<file path="config.mk">
export PLATFORM = sky130hd
export DESIGN_NAME = nes_controller_reader
export DESIGN_NICKNAME = d
export VERILOG_FILES = /design/src/rtl/nes_controller_reader.sv
export SDC_FILE = /design/constraint.sdc
export NUM_CORES = 1
export LEC_CHECK = 0
export ABC_AREA = 0
export BUFFER_PORTS_ARGS = -buffer_cell sky130_fd_sc_hd__buf_2
export CORE_MARGIN = 4
export CORE_UTILIZATION = 60
export CTS_BUF_LIST = sky130_fd_sc_hd__clkbuf_4
export DETAILED_ROUTE_END_ITERATION = 8
export MAX_ROUTING_LAYER = met4
export PLACE_DENSITY = 0.85
export SETUP_SLACK_MARGIN = 0.05
export SYNTH_ARGS = -nofsm -noshare
export SYNTH_HDL_FRONTEND = slang
export SYNTH_SLANG_ARGS = --single-unit
</file>
<file path="constraint.sdc">
create_clock -name clk -period 2.6 [get_ports clk]
set_input_delay 0.26 -clock clk [delete_from_list [all_inputs] [get_ports clk]]
set_output_delay 0.26 -clock clk [all_outputs]
set_load 0.01 [all_outputs]
</file>
<file path="src/rtl/nes_controller_reader.sv">
// NES controller reader: generates latch/shift strobes at a divided tick rate,
// shifts in the 8 active-low buttons and publishes them as an active-high word.
module nes_controller_reader #(
   parameter int CLK_DIV    = 300,
   parameter int POLL_TICKS = 2762
) (
   input  logic        clk,
   input  logic        reset,
   input  logic        nes_data,
   output logic        nes_latch,
   output logic        nes_clk,
   output logic [15:0] nes_input,
   output logic        frame_done
);

   localparam int DIV_W  = (CLK_DIV > 1)    ? $clog2(CLK_DIV)    : 1;
   localparam int POLL_W = (POLL_TICKS > 1) ? $clog2(POLL_TICKS) : 1;

   typedef enum logic [1:0] {IDLE, LATCH, CLK_HIGH, CLK_LOW} state_t;

   state_t            state;
   logic [DIV_W-1:0]  div_cnt;
   logic              tick;
   logic [POLL_W-1:0] idle_cnt;
   logic [2:0]        bit_idx;
   logic [7:0]        shift;
   logic              latch_second;
   logic              load_pending;
   logic              data_meta;
   logic              data_sync;

   // Synchronizer idles at 1, the released level of the active-low data line.
   always_ff @(posedge clk or posedge reset) begin
      if (reset) begin
         data_meta <= 1'b1;
         data_sync <= 1'b1;
      end else begin
         data_meta <= nes_data;
         data_sync <= data_meta;
      end
   end

   always_ff @(posedge clk or posedge reset) begin
      if (reset) begin
         div_cnt <= '0;
      end else if (tick) begin
         div_cnt <= '0;
      end else begin
         div_cnt <= div_cnt + DIV_W'(1);
      end
   end

   assign tick = (div_cnt == DIV_W'(CLK_DIV - 1));

   // NOTE: sequential state uses non-blocking assignments so every flop in this
   // block samples the pre-edge values regardless of statement order.
   always_ff @(posedge clk or posedge reset) begin
      if (reset) begin
         state        <= IDLE;
         idle_cnt     <= '0;
         bit_idx      <= '0;
         shift        <= '0;
         latch_second <= 1'b0;
         load_pending <= 1'b0;
         nes_latch    <= 1'b0;
         nes_clk      <= 1'b0;
         nes_input    <= '0;
         frame_done   <= 1'b0;
      end else begin
         frame_done <= 1'b0;

         // Publish one cycle after the last bit so the word is always whole.
         if (load_pending) begin
            nes_input    <= {8'h00, shift};
            frame_done   <= 1'b1;
            load_pending <= 1'b0;
         end

         if (tick) begin
            case (state)
               IDLE: begin
                  if (idle_cnt == POLL_W'(POLL_TICKS - 1)) begin
                     idle_cnt     <= '0;
                     bit_idx      <= '0;
                     latch_second <= 1'b0;
                     nes_latch    <= 1'b1;
                     state        <= LATCH;
                  end else begin
                     idle_cnt <= idle_cnt + POLL_W'(1);
                  end
               end

               LATCH: begin
                  if (!latch_second) begin
                     latch_second <= 1'b1;
                  end else begin
                     shift     <= {~data_sync, shift[7:1]};
                     bit_idx   <= 3'd1;
                     nes_latch <= 1'b0;
                     nes_clk   <= 1'b1;
                     state     <= CLK_HIGH;
                  end
               end

               CLK_HIGH: begin
                  nes_clk <= 1'b0;
                  state   <= CLK_LOW;
               end

               CLK_LOW: begin
                  shift   <= {~data_sync, shift[7:1]};
                  bit_idx <= bit_idx + 3'd1;
                  if (bit_idx == 3'd7) begin
                     load_pending <= 1'b1;
                     state        <= IDLE;
                  end else begin
                     nes_clk <= 1'b1;
                     state   <= CLK_HIGH;
                  end
               end

               default: state <= IDLE;
            endcase
         end
      end
   end

endmodule

</file>
=== After elaboration in Yosys (flattened, before gate mapping) ===
Cells that the tools add are included.

* Register bits after elaboration: 49
* Output and inout bits: 19

* $add $sub $neg: 3
* Multiplexer cells: 23
* Reductions and logical operators: 12
* Eq/ne operators: 9
* Bitwise operators: 1

{| class="wikitable"
|+ Operator list
! cell !! count
|-
| $pmux 8 s2 || 1
|-
| $add 12x1->12 const B || 1
|-
| $eq 12x12->1 const B || 1
|-
| $mux 12 || 1
|-
| $reduce_and 4->1 || 3
|-
| $add 9x1->9 const B || 1
|-
| $eq 9x9->1 const B || 1
|-
| $mux 1 || 9
|-
| $mux 9 || 1
|-
| $pmux 3 s3 || 1
|-
| $reduce_and 3->1 || 3
|-
| $mux 8 || 1
|-
| $pmux 2 s4 || 1
|-
| $mux 2 || 3
|-
| $mux 3 || 2
|-
| $ne 2x2->1 const B || 3
|-
| $reduce_bool 3->1 || 2
|-
| $eq 2x2->1 const B || 2
|-
| $pmux 1 s2 || 2
|-
| $reduce_bool 2->1 || 2
|-
| $add 3x1->3 const B || 1
|-
| $eq 3x3->1 const B || 1
|-
| $pmux 1 s3 || 1
|-
| $eq 2x1->1 const B || 1
|-
| other kinds (3) || 3
|}

=== Depth between registers and ports, before layout ===
Gate-level depths: netlist of run 1.

* Word-level depth: 4
* Depth in mapped cells: 7

=== Worst setup path after synthesis of run 1 ===
Ideal clock, no wire load.

* Path type: register -> register
* Start: register div_cnt[0]
* End: register idle_cnt[9]
* Setup time: 0.125 ns
* Data arrival time: 1.614 ns
* Stages on the path, launching flop included: 8
* Path buffers: 2
* Setup slack: 0.861 ns
* Path through: dfrtp_1 ha_1 and4_1 clkbuf_1 and3_1 buf_2 and2_1 mux2_2

* Cells in the longest elaborated chain, start to end: 2

{| class="wikitable"
|+ RTL lines
! element !! line !! text
|-
| start: declaration || 22 || <nowiki>logic [DIV_W-1:0] div_cnt;</nowiki>
|-
| start signal: assignment || 49 || <nowiki>div_cnt <= div_cnt + DIV_W'(1);</nowiki>
|-
| $eq 9x9->1 || 53 || <nowiki>assign tick = (div_cnt == DIV_W'(CLK_DIV - 1));</nowiki>
|-
| $reduce_and 2->1 (no source line) || - ||
|-
| end signal: assignment || 89 || <nowiki>idle_cnt <= idle_cnt + POLL_W'(1);</nowiki>
|-
| end: declaration || 24 || <nowiki>logic [POLL_W-1:0] idle_cnt;</nowiki>
|}

No other way between the ends.
A chain may end at the register's enable or synchronous reset.

=== Worst setup path in the final report of run 1 ===
* Start: register idle_cnt[1]
* End: register idle_cnt[11]

* Cells in the longest elaborated chain, start to end: 2
* Elaborated cells on any way between the ends: 3
* Classes of those cells: 1 x add/sub; 1 x eq/ne; 1 x mux

{| class="wikitable"
|+ RTL lines
! element !! line !! text
|-
| $add 12x1->12 or $eq 12x12->1 (tied branches) || 89, 82 ||
|-
| $mux 12 * || 82 || <nowiki>if (idle_cnt == POLL_W'(POLL_TICKS - 1)) begin</nowiki>
|}

Every way passes the cells marked *; elsewhere a longest branch is shown, timed or not.

==> results of run 1 <==
cells by family (layout without fill, tap and decap cells):
| kind of cell | Yosys count | in the layout |
|---|---|---|
| fa+ha+maj | 5 | 5 |
| compound gates | 28 | 28 |
| buf+inv | 18 | 26 |
| simple gates | 62 | 62 |
| flops | 49 | 49 |
| other cells | 1 | 8 |
| xor+xnor | 12 | 12 |
| mux | 16 | 16 |
per-layer routing:
layer | track usage [%] | vias up | wire length (um)
met2 | 28.4 | 27 | 1940
met1 | 22.4 | 729 | 1620
met4 | 2.55 | 0 | 6
met3 | 4.89 | 2 | 174
met5 | - | - | 0
li1 | - | 695 | -
state kept, by name, indices dropped and copies added, names as in the netlist, 2 cells and up:
register / cells
idle_cnt: 12
shift: 8
nes_input: 8
bit_idx: 3
div_cnt: 9
state: 2
area by class of cell:
type	instances	area, sq um	share of cell area, %
clock inverters	2	15.0	0.621
multi-input cells	131	977	40.4
well taps	48	60.1	2.49
clock buffers	6	45.0	1.86
flip-flops and latches	49	1230	50.9
repair buffers	14	75.1	3.11
inverters	4	15.0	0.621
timing repair:
| action | 4_1_cts | 5_1_grt |
|---|---|---|
| resized for setup | 0 | 0 |
| hold buffers | 1 | 0 |
| endpoints found under the setup margin | 0 | 0 |
| hold endpoints to repair | 1 | 0 |
layout by cell type, fill, tap and decap left out, drive strengths merged, types with 2 or more instances in the layout:
cell type,count
and3,6
and2,3
mux2,16
nor3,5
xnor2,7
a21oi,2
a22o,4
nand3,8
clkinvlp,2
dfstp,2
buf,13
conb,8
a21boi,3
nand4,5
inv,4
xor2,5
o21ai,10
nand2b,3
ha,5
dfrtp,47
nor4,3
nand2,9
nor2,13
clkbuf,6
o2bb2ai,3
where the power goes:
part           internal (W)  switching [W]
registers          0.000765    0.000000339
logic            0.00000214      0.0000197
clock network      0.000116       0.000229
total              0.000883       0.000249
through the flow:
step	utilization [%]	instances	hold WS, ns	total power [W]	cell area (sq um)
detailed placement	63.6	245	0.348	0.000801	2350
global placement	63.6	245	0.346	0.000801	2350
global route	65.5	254	0.187	0.00119	2420
finish	65.5	254	0.125	0.00113	2420
floorplan	-	198	0.264	0.000805	2330
CTS	65.5	254	0.142	0.00115	2420
worst max-delay path, stage by stage (launching register included):
cell       delay, ns
dfrtp_1         0.43
inv_1           0.08
ha_1            0.15
nand4bb_2       0.13
nor4_4          0.59
o21ai_0         0.20
a22o_1          0.26
worst paths after layout:
kind,startpoint,to,cells after the start
worst max-delay path,idle_cnt[1],idle_cnt[11],6
worst min-delay path,reset,nes_input[2],2
worst max register to register,idle_cnt[1],idle_cnt[11],6
worst min register to register,data_meta,data_sync,0
max in group asynchronous,reset,state[0],2
min in group clk,data_meta,data_sync,0
==> impl_metrics.csv, run 1 <==
group,metric,value,unit
status,outcome,"complete, no violations",
route,num_vias,1453,
yosys,synth_area_leader_cell,"dfrtp_1",
route,drtAntennaViolNets,0,
yosys,synth_common_cells,"dfrtp_1 (47), mux2_2 (16), nor2_1 (12)",
clock_tree,clkTransAtPathRegs,0.14,ns
clock_tree,cts_buffer_depth,2,
setup_path,path_class,"reg2reg",
power,ir_drop,0.289,mV
yosys,synth_xor_area_share,4.56,%
global_route,grt.overflow.total,0,
floorplan,rows,22,
yosys,synth_edf_count,0,
yosys,synthMostInstantiatedCell,"dfrtp_1",
yosys,synthDistinctLibCells,45,
setup_path,required,2.84,ns
sta,rsz0062_at_grt,"no",
clock_tree,clock-root-buffer,"clkbuf_4",
job,max_cap_violations,0,
final_layout,drive_gt1_share,23.8,%
yosys,synth-simple-area-share,17.7,%
sta,drv_slew,0,
clock_tree,cts.sinks,49,
place,place_ws,0.664,ns
global_route,grt_usage,17.4,%
sta,setup_viol,0,
sta,final.setup.worst_slack,0.653,ns
final_layout,areaGrowthSynthToFinish,4.89,%
clock_tree,post-cts-setup-buffer-count,0,
floorplan,die-area,4890,sq um
yosys,synthesis.area,2300,sq um
sta,fin_crit_sh,74.9,%
yosys,synth.area.top_cells,"dfrtp_1 (51%), mux2_2 (7.8%), buf_4 (2.9%)",
final_layout,nFillCells,279,
setup_path,cp-end-kind,"flip-flop",
floorplan,io_pins,22,
yosys,synth-async-reset-ratio,100,%
yosys,synth_adder_area_share,2.72,%
clock_tree,cts.htree.levels,2,
global_route,grt_pass1_wl,6670,um
yosys,synth_mux_area_share,7.82,%
global_route,antenna_found_initial,0,
floorplan,die_h,70.0,um
yosys,yosysSeqAreaShare,53.3,%
global_route,grt_pass1_vias,1376,
sta,tightest_slew,0.980,ns
sta,fmax,514,MHz
sta,tns,0,ns
sta,layout_min_cycle_time,1.95,ns
place,gp_congestion,0.834,
sta,slew_headroom,34.5,%
setup_path,critPathArrivalTime,2.19,ns
route,drtIter0Drc,90,
final_layout,antenna_cells,0,
yosys,yosysWarnings,0,
power,power.leakage,1.18,nW
yosys,synth_top_flop_cell,"dfrtp_1",
route,drcViolationCount,0,
setup_path,crit_path_max_fanout,13,
floorplan,die_w,70.0,um
final_layout,fin_nets,213,
clock_tree,cts_tree,"built",
yosys,syn_inst,191,
floorplan,initial_core_util,62.4,%
route,wl_per_cell,14.8,um
yosys,netlist.area_leader.share,51.1,%
yosys,avgSynthCellArea,12.1,sq um
clock_tree,worstSkewPairLatency,0.35,ns
place,io_buffers,13,
place,hpwl,2740,um
worst_hold_path,hp-class,"in2async",
yosys,synth_top_family_by_area,"simple AND/OR/NAND/NOR gates",
route,wl,3750,um
clock_tree,cts_made_buffers,5,
global_route,grt_max_degree,50,
sta,finalHoldViolations,0,
yosys,synth-compound-area-share,8.31,%
setup_path,start_kind,"flip-flop",
floorplan,core_area,3690,sq um
route,dr.pass1.iters,4,
sta,skew,0.0121,ns
route,viasPerCell,5.72,
setup_path,rrSetupSlack,0.65,ns
yosys,ys_seq_elements,49,
power,power.density,469,nW/um^2
Note: power is estimated with default switching activity, not from simulation.
==> inputs of run 2 (changes only) <==
--- a/config.mk
+++ b/config.mk
@@ -8,11 +8,11 @@
 export ABC_AREA = 0
 export BUFFER_PORTS_ARGS = -buffer_cell sky130_fd_sc_hd__buf_2
 export CORE_MARGIN = 4
-export CORE_UTILIZATION = 60
+export CORE_UTILIZATION = 55
 export CTS_BUF_LIST = sky130_fd_sc_hd__clkbuf_4
 export DETAILED_ROUTE_END_ITERATION = 8
 export MAX_ROUTING_LAYER = met4
-export PLACE_DENSITY = 0.85
+export PLACE_DENSITY = 0.82
 export SETUP_SLACK_MARGIN = 0.05
 export SYNTH_ARGS = -nofsm -noshare
 export SYNTH_HDL_FRONTEND = slang
==> constraint.sdc (replaced) <==
create_clock -name clk -period 1.6 [get_ports clk]
set_input_delay 0.16 -clock clk [delete_from_list [all_inputs] [get_ports clk]]
set_output_delay 0.16 -clock clk [all_outputs]
set_load 0.01 [all_outputs]
==> run 2 against run 1 <==
The flow now finishes with violations (setup timing). Via count is 14% higher. Worst hold slack better by 0.22 ns. Flip-flop and latch count stayed put. Die area is 8.0% higher. Cell area is 23% higher. Wire length is 34% higher. Total power is 80% higher. Critical path type unchanged. Critical endpoint is now bit_idx[0]. Largest cell class unchanged.
==> impl_metrics.csv, run 2 (synthesis gave the netlist of run 1 again) <==
group,metric,value,unit
global_route,grt_usage,20.0,%
sta,final.setup.worst_slack,-0.142,ns
setup_path,cp-end-kind,"flip-flop",
final_layout,antenna_cells,0,
status,violations,"setup timing",
setup_path,setup.worst_path.start,"idle_cnt[1]",
clock_tree,clkTransAtPathRegs,0.14,ns
final_layout,largest_register,"idle_cnt",
setup_path,crit_path_max_fanout,7,
route,viasPerCell,5.63,
sta,setup_viol,18,
job,max_cap_violations,0,
final_layout,areaGrowthSynthToFinish,28.7,%
route,num_vias,1661,
clock_tree,cts_buffer_depth,2,
setup_path,path_class,"reg2reg",
floorplan,die-area,5290,sq um
sta,fin_crit_sh,109,%
place,dp.cells,274,
sta,layout_min_cycle_time,1.74,ns
setup_path,start_kind,"flip-flop",
clock_tree,cts.sinks,49,
power,p_int,0.00160,W
floorplan,die_h,72.7,um
power,power.density,688,nW/um^2
setup_path,critPathArrivalTime,2.02,ns
final_layout,fin_nets,252,
power,power.leakage,1.43,nW
place,place_area,2580,sq um
floorplan,io_pins,22,
power,seqPwrFrac,61.0,%
clock_tree,clock-root-buffer,"clkbuf_4",
final_layout,reg_top3,"idle_cnt x12, div_cnt x9",
final_layout,largest_reg_flops,12,
setup_path,required,1.88,ns
global_route,grt.overflow.total,0,
floorplan,die_w,72.7,um
floorplan,core_area,4030,sq um
final_layout,final_area,2960,sq um
final_layout,final_common_cell,"dfrtp_1",
clock_tree,worstSkewPairLatency,0.38,ns
route,drcViolationCount,0,
sta,fmax,574,MHz
power,clockPowerShare,36.8,%
clock_tree,cts_tree,"built",
clock_tree,cts_made_buffers,5,
power,pwr-share-comb,2.2,%
route,drtAntennaViolNets,0,
place,hpwl,3200,um
place,io_buffers,13,
clock_tree,cts.htree.levels,2,
setup_path,rrSetupSlack,-0.14,ns
setup_path,rr_endpoint,"bit_idx[0]",
global_route,grt_pass1_vias,1617,
route,drtIter0Drc,97,
final_layout,fin_cells,295,
floorplan,initial_core_util,57.2,%
route,dr.pass1.iters,5,
place,gp_congestion,0.805,
setup_path,crit_end,"bit_idx[0]",
global_route,grt_pass1_wl,7710,um
sta,tns,-1.26,ns
floorplan,rows,23,
power,ir_drop,0.397,mV
status,outcome,"finished, violations left",
setup_path,reg2reg_depth,7,
final_layout,final_cell_mix,"dfrtp_1 (45), buf_4 (31), mux2_2 (16)",
global_route,grt_max_degree,50,
power,swShare,21.3,%
sta,drv_slew,0,
final_layout,nFillCells,257,
setup_path,r2r_start,"idle_cnt[1]",
global_route,antenna_found_initial,0,
route,wl_per_cell,17.1,um
sta,skew,0.00915,ns
sta,finalHoldViolations,0,
power,switching_power,0.000435,W
route,wl,5040,um
final_layout,drive_gt1_share,48.2,%
sta,rsz0062_at_grt,"yes",
worst_hold_path,hp-class,"in2async",
-- run 2: layer usage --
metal  wire length (um)  GRT usage, %  up-vias
met3                192          5.23       14
met5                  0             -        -
met1               2100          23.5      840
met2               2590          33.1       40
li1                   -             -      767
met4                157          7.38        0
-- run 2: metrics by stage --
step | hold WS, ns | setup WS [ns] | total power [W] | utilization, %
2_1_floorplan | 0.164 | -0.0810 | 0.00131 | -
3_3_place_gp | 0.216 | -0.0237 | 0.00131 | 64.1
3_5_place_dp | 0.226 | -0.103 | 0.00131 | 64.1
4_1_cts | 0.372 | -0.112 | 0.00204 | 69.3
5_1_grt | 0.344 | -0.190 | 0.00211 | 73.6
6_report | 0.345 | -0.142 | 0.00204 | 73.6
-- run 2: worst min-delay path by stage --
stage	startpoint	endpoint	slack (ns)
floorplan	nes_data	data_meta	0.16
global placement	reset	nes_input[0]	0.22
detailed placement	reset	nes_input[3]	0.23
CTS	reset	nes_input[3]	0.37
global route	reset	nes_input[3]	0.34
finish	reset	nes_input[3]	0.35
-- run 2: cell type report --
cell class              instances  area (sq um)  area share (%)
well taps                      50          62.6            2.11
clock buffers                   6          45.0            1.52
repair buffers                 53           414            14.0
inverters                       4          15.0           0.507
clock inverters                 2          38.8            1.31
flip-flops and latches         49          1230            41.5
multi-input cells             131          1160            39.0
-- run 2: power by group through the flow --
| stage | logic, W | clock network, W | registers [W] |
|---|---|---|---|
| after global routing | 0.0000503 | 0.000818 | 0.00124 |
| after detailed placement | 0.0000417 | 0 | 0.00127 |
| after CTS | 0.0000454 | 0.000756 | 0.00124 |
| after floorplan | 0.0000407 | 0 | 0.00127 |
| after global placement | 0.0000410 | 0 | 0.00127 |
| final | 0.0000438 | 0.000751 | 0.00124 |
-- run 2: timing repair --
item,in CTS,in global routing
endpoints found under the hold margin,48,0
setup endpoints to repair,20,32
gates resized for setup,18,30
pin swaps,10,21
buffers inserted,4,8
hold buffers,2,0
-- run 2: worst max-delay path, cell delays in order, from the launching register on --
cell	delay, ns
dfrtp_1	0.42
inv_2	0.09
ha_4	0.15
nand4bb_4	0.12
nor4_4	0.38
buf_6	0.20
a21boi_1	0.07
o221a_1	0.21
==> inputs of run 3 (changes only) <==
--- a/config.mk
+++ b/config.mk
@@ -13,7 +13,7 @@
 export DETAILED_ROUTE_END_ITERATION = 8
 export MAX_ROUTING_LAYER = met4
 export PLACE_DENSITY = 0.82
-export SETUP_SLACK_MARGIN = 0.05
+export SLEW_MARGIN = 10
 export SYNTH_ARGS = -nofsm -noshare
 export SYNTH_HDL_FRONTEND = slang
 export SYNTH_SLANG_ARGS = --single-unit
==> run 3 against run 2 <==
The flow still finishes with violations (setup timing). Maximum frequency shrank 0.55%. Worst hold slack worse by 0.065 ns. Core utilization is 1.7 points lower. Cell area decreased by 2.4%. Non-clock buffer count did not move. Highest routed layer unchanged. Largest power group unchanged. Clock-buffer cell count is 1 lower. Clock skew increased by 0.012 ns. Setup slack got worse by 0.0097 ns. Via count down 1.6%.
==> impl_metrics.csv, run 3 (synthesis gave the netlist of run 1 again) <==
group,metric,value,unit
final_layout,largest_register,"idle_cnt",
route,wl,4770,um
place,gp_congestion,0.837,
floorplan,die-area,5290,sq um
global_route,grt_pass1_wl,7700,um
floorplan,initial_core_util,57.2,%
route,viasPerCell,5.54,
setup_path,cp_top_family,"simple AND/OR/NAND/NOR gates",
floorplan,die_w,72.7,um
route,drtAntennaViolNets,0,
power,clockPowerShare,41.4,%
setup_path,crit_path_max_fanout,6,
clock_tree,clock-root-buffer,"clkbuf_4",
final_layout,final_core_util,71.8,%
setup_path,start_kind,"flip-flop",
global_route,grt_usage,19.8,%
job,max_cap_violations,0,
setup_path,crit_path_top_delay_cell,"dfrtp_1",
status,violations,"setup timing",
global_route,grt_max_degree,24,
clock_tree,worstSkewPairLatency,0.39,ns
setup_path,crit_buf_inv,1,
route,dr.pass1.iters,4,
final_layout,drive_gt1_share,44.1,%
status,outcome,"finished, violations left",
final_layout,antenna_cells,0,
setup_path,reg2reg_depth,5,
power,p_int,0.00174,W
sta,setup_viol,14,
clock_tree,cts_tree,"built",
final_layout,final_common_cell,"dfrtp_1",
global_route,grt_pass1_vias,1652,
setup_path,r2r_start,"idle_cnt[5]",
final_layout,nFillCells,285,
setup_path,rrSetupSlack,-0.15,ns
setup_path,cp-end-kind,"flip-flop",
setup_path,required,1.87,ns
power,swShare,20.6,%
setup_path,max_stage_delay,0.41,ns
sta,finalHoldViolations,0,
route,drtIter0Drc,113,
power,ir_drop,0.662,mV
power,finalPower,0.00220,W
sta,drv_slew,0,
final_layout,areaGrowthSynthToFinish,25.6,%
clock_tree,cts_buffer_depth,2,
clock_tree,cts.sinks,49,
place,hpwl,3140,um
floorplan,io_pins,22,
global_route,antenna_found_initial,0,
route,wl_per_cell,16.2,um
setup_path,crit_chain,"or3_4 > nor4_4 > buf_4 > nand2_1 > a22o_1",
sta,rsz0062_at_grt,"yes",
worst_hold_path,hp-class,"in2async",
final_layout,largest_reg_flops,12,
sta,fmax,571,MHz
clock_tree,cts.htree.levels,2,
floorplan,core_area,4030,sq um
sta,skew,0.0207,ns
sta,fin_crit_sh,109,%
clock_tree,cts_made_buffers,5,
final_layout,reg_top3,"idle_cnt x12, div_cnt x9",
floorplan,die_h,72.7,um
power,power.leakage,1.44,nW
clock_tree,clkTransAtPathRegs,0.16,ns
place,dp.cells,280,
power,seqPwrFrac,56.7,%
power,switching_power,0.000452,W
sta,layout_min_cycle_time,1.75,ns
setup_path,critPathArrivalTime,2.02,ns
sta,final.setup.worst_slack,-0.152,ns
setup_path,path_class,"reg2reg",
global_route,grt.overflow.total,0,
power,pwr-share-comb,1.9,%
route,drcViolationCount,0,
place,io_buffers,13,
power,power.density,759,nW/um^2
final_layout,final_cell_mix,"dfrtp_1 (47), buf_4 (35), mux2_2 (15)",
setup_path,rr_endpoint,"latch_second",
route,num_vias,1635,
final_layout,fin_cells,295,
final_layout,fin_nets,252,
floorplan,rows,23,
run 3: cell count changes in the layout (fill, tap and decap cells not counted), moves of 3 or more:
cell,delta
buf_6,-3
buf_4,+4
nor2_2,-3
nor2_4,-3
a21boi_2,+3
nor2_1,+6
run 3: power by group through the flow:
| stage | Clock (W) | Combinational [W] | Sequential (W) |
|---|---|---|---|
| floorplan | 0 | 0.0000407 | 0.00127 |
| global placement | 0 | 0.0000390 | 0.00127 |
| detailed placement | 0 | 0.0000404 | 0.00127 |
| CTS | 0.000923 | 0.0000439 | 0.00124 |
| global route | 0.000980 | 0.0000489 | 0.00124 |
| finish | 0.000909 | 0.0000423 | 0.00124 |
run 3: tightest hold or removal path, delay by kind of cell:
family,cells,cell delay (ns)
buffers and inverters,3,0.95
run 3: per-layer routing:
layer / vias up / track usage (%) / share of wire, %
met5: - / - / 0
met4: 0 / 7.38 / 2.0
met3: 13 / 5.92 / 4.4
met2: 46 / 31.9 / 51
met1: 801 / 23.4 / 43
li1: 775 / - / -
run 3: timing repair:
item                       in CTS  in global routing
resized for setup               9                 27
gates cloned                    0                  1
buffers inserted                2                  2
pin swaps                       3                 18
hold buffers                    2                  0
setup endpoints to repair      23                 25
hold endpoints to repair       18                  0
run 3: how the worst max path moves through the flow:
stage | start | endpoint | slack, ns | depth (start not counted)
finish | idle_cnt[5] | latch_second | -0.15 | 5
CTS | idle_cnt[1] | idle_cnt[11] | -0.08 | 7
global placement | div_cnt[6] | idle_cnt[9] | -0.06 | 4
detailed placement | idle_cnt[1] | idle_cnt[11] | -0.11 | 7
global route | idle_cnt[5] | bit_idx[0] | -0.24 | 5
floorplan | idle_cnt[1] | idle_cnt[9] | -0.08 | 7
run 3: area by class of cell:
type / count / area, sq um / share of cell area (%)
clock buffer: 5 / 37.5 / 1.30
clock inverter: 3 / 68.8 / 2.38
sequential: 49 / 1230 / 42.5
multi-input combinational: 131 / 1090 / 37.7
inverter: 4 / 15.0 / 0.519
tap: 50 / 62.6 / 2.16
timing repair buffer: 53 / 390 / 13.5
run 3: through the flow:
step	setup TNS (ns)	setup slack (ns)	area, sq um	hold slack, ns
2_1_floorplan	-0.108	-0.0810	2340	0.164
3_3_place_gp	-0.401	-0.0642	2610	0.161
3_5_place_dp	-0.837	-0.109	2610	0.167
4_1_cts	-0.498	-0.0825	2780	0.279
5_1_grt	-3.36	-0.244	2890	0.295
6_report	-1.58	-0.152	2890	0.280
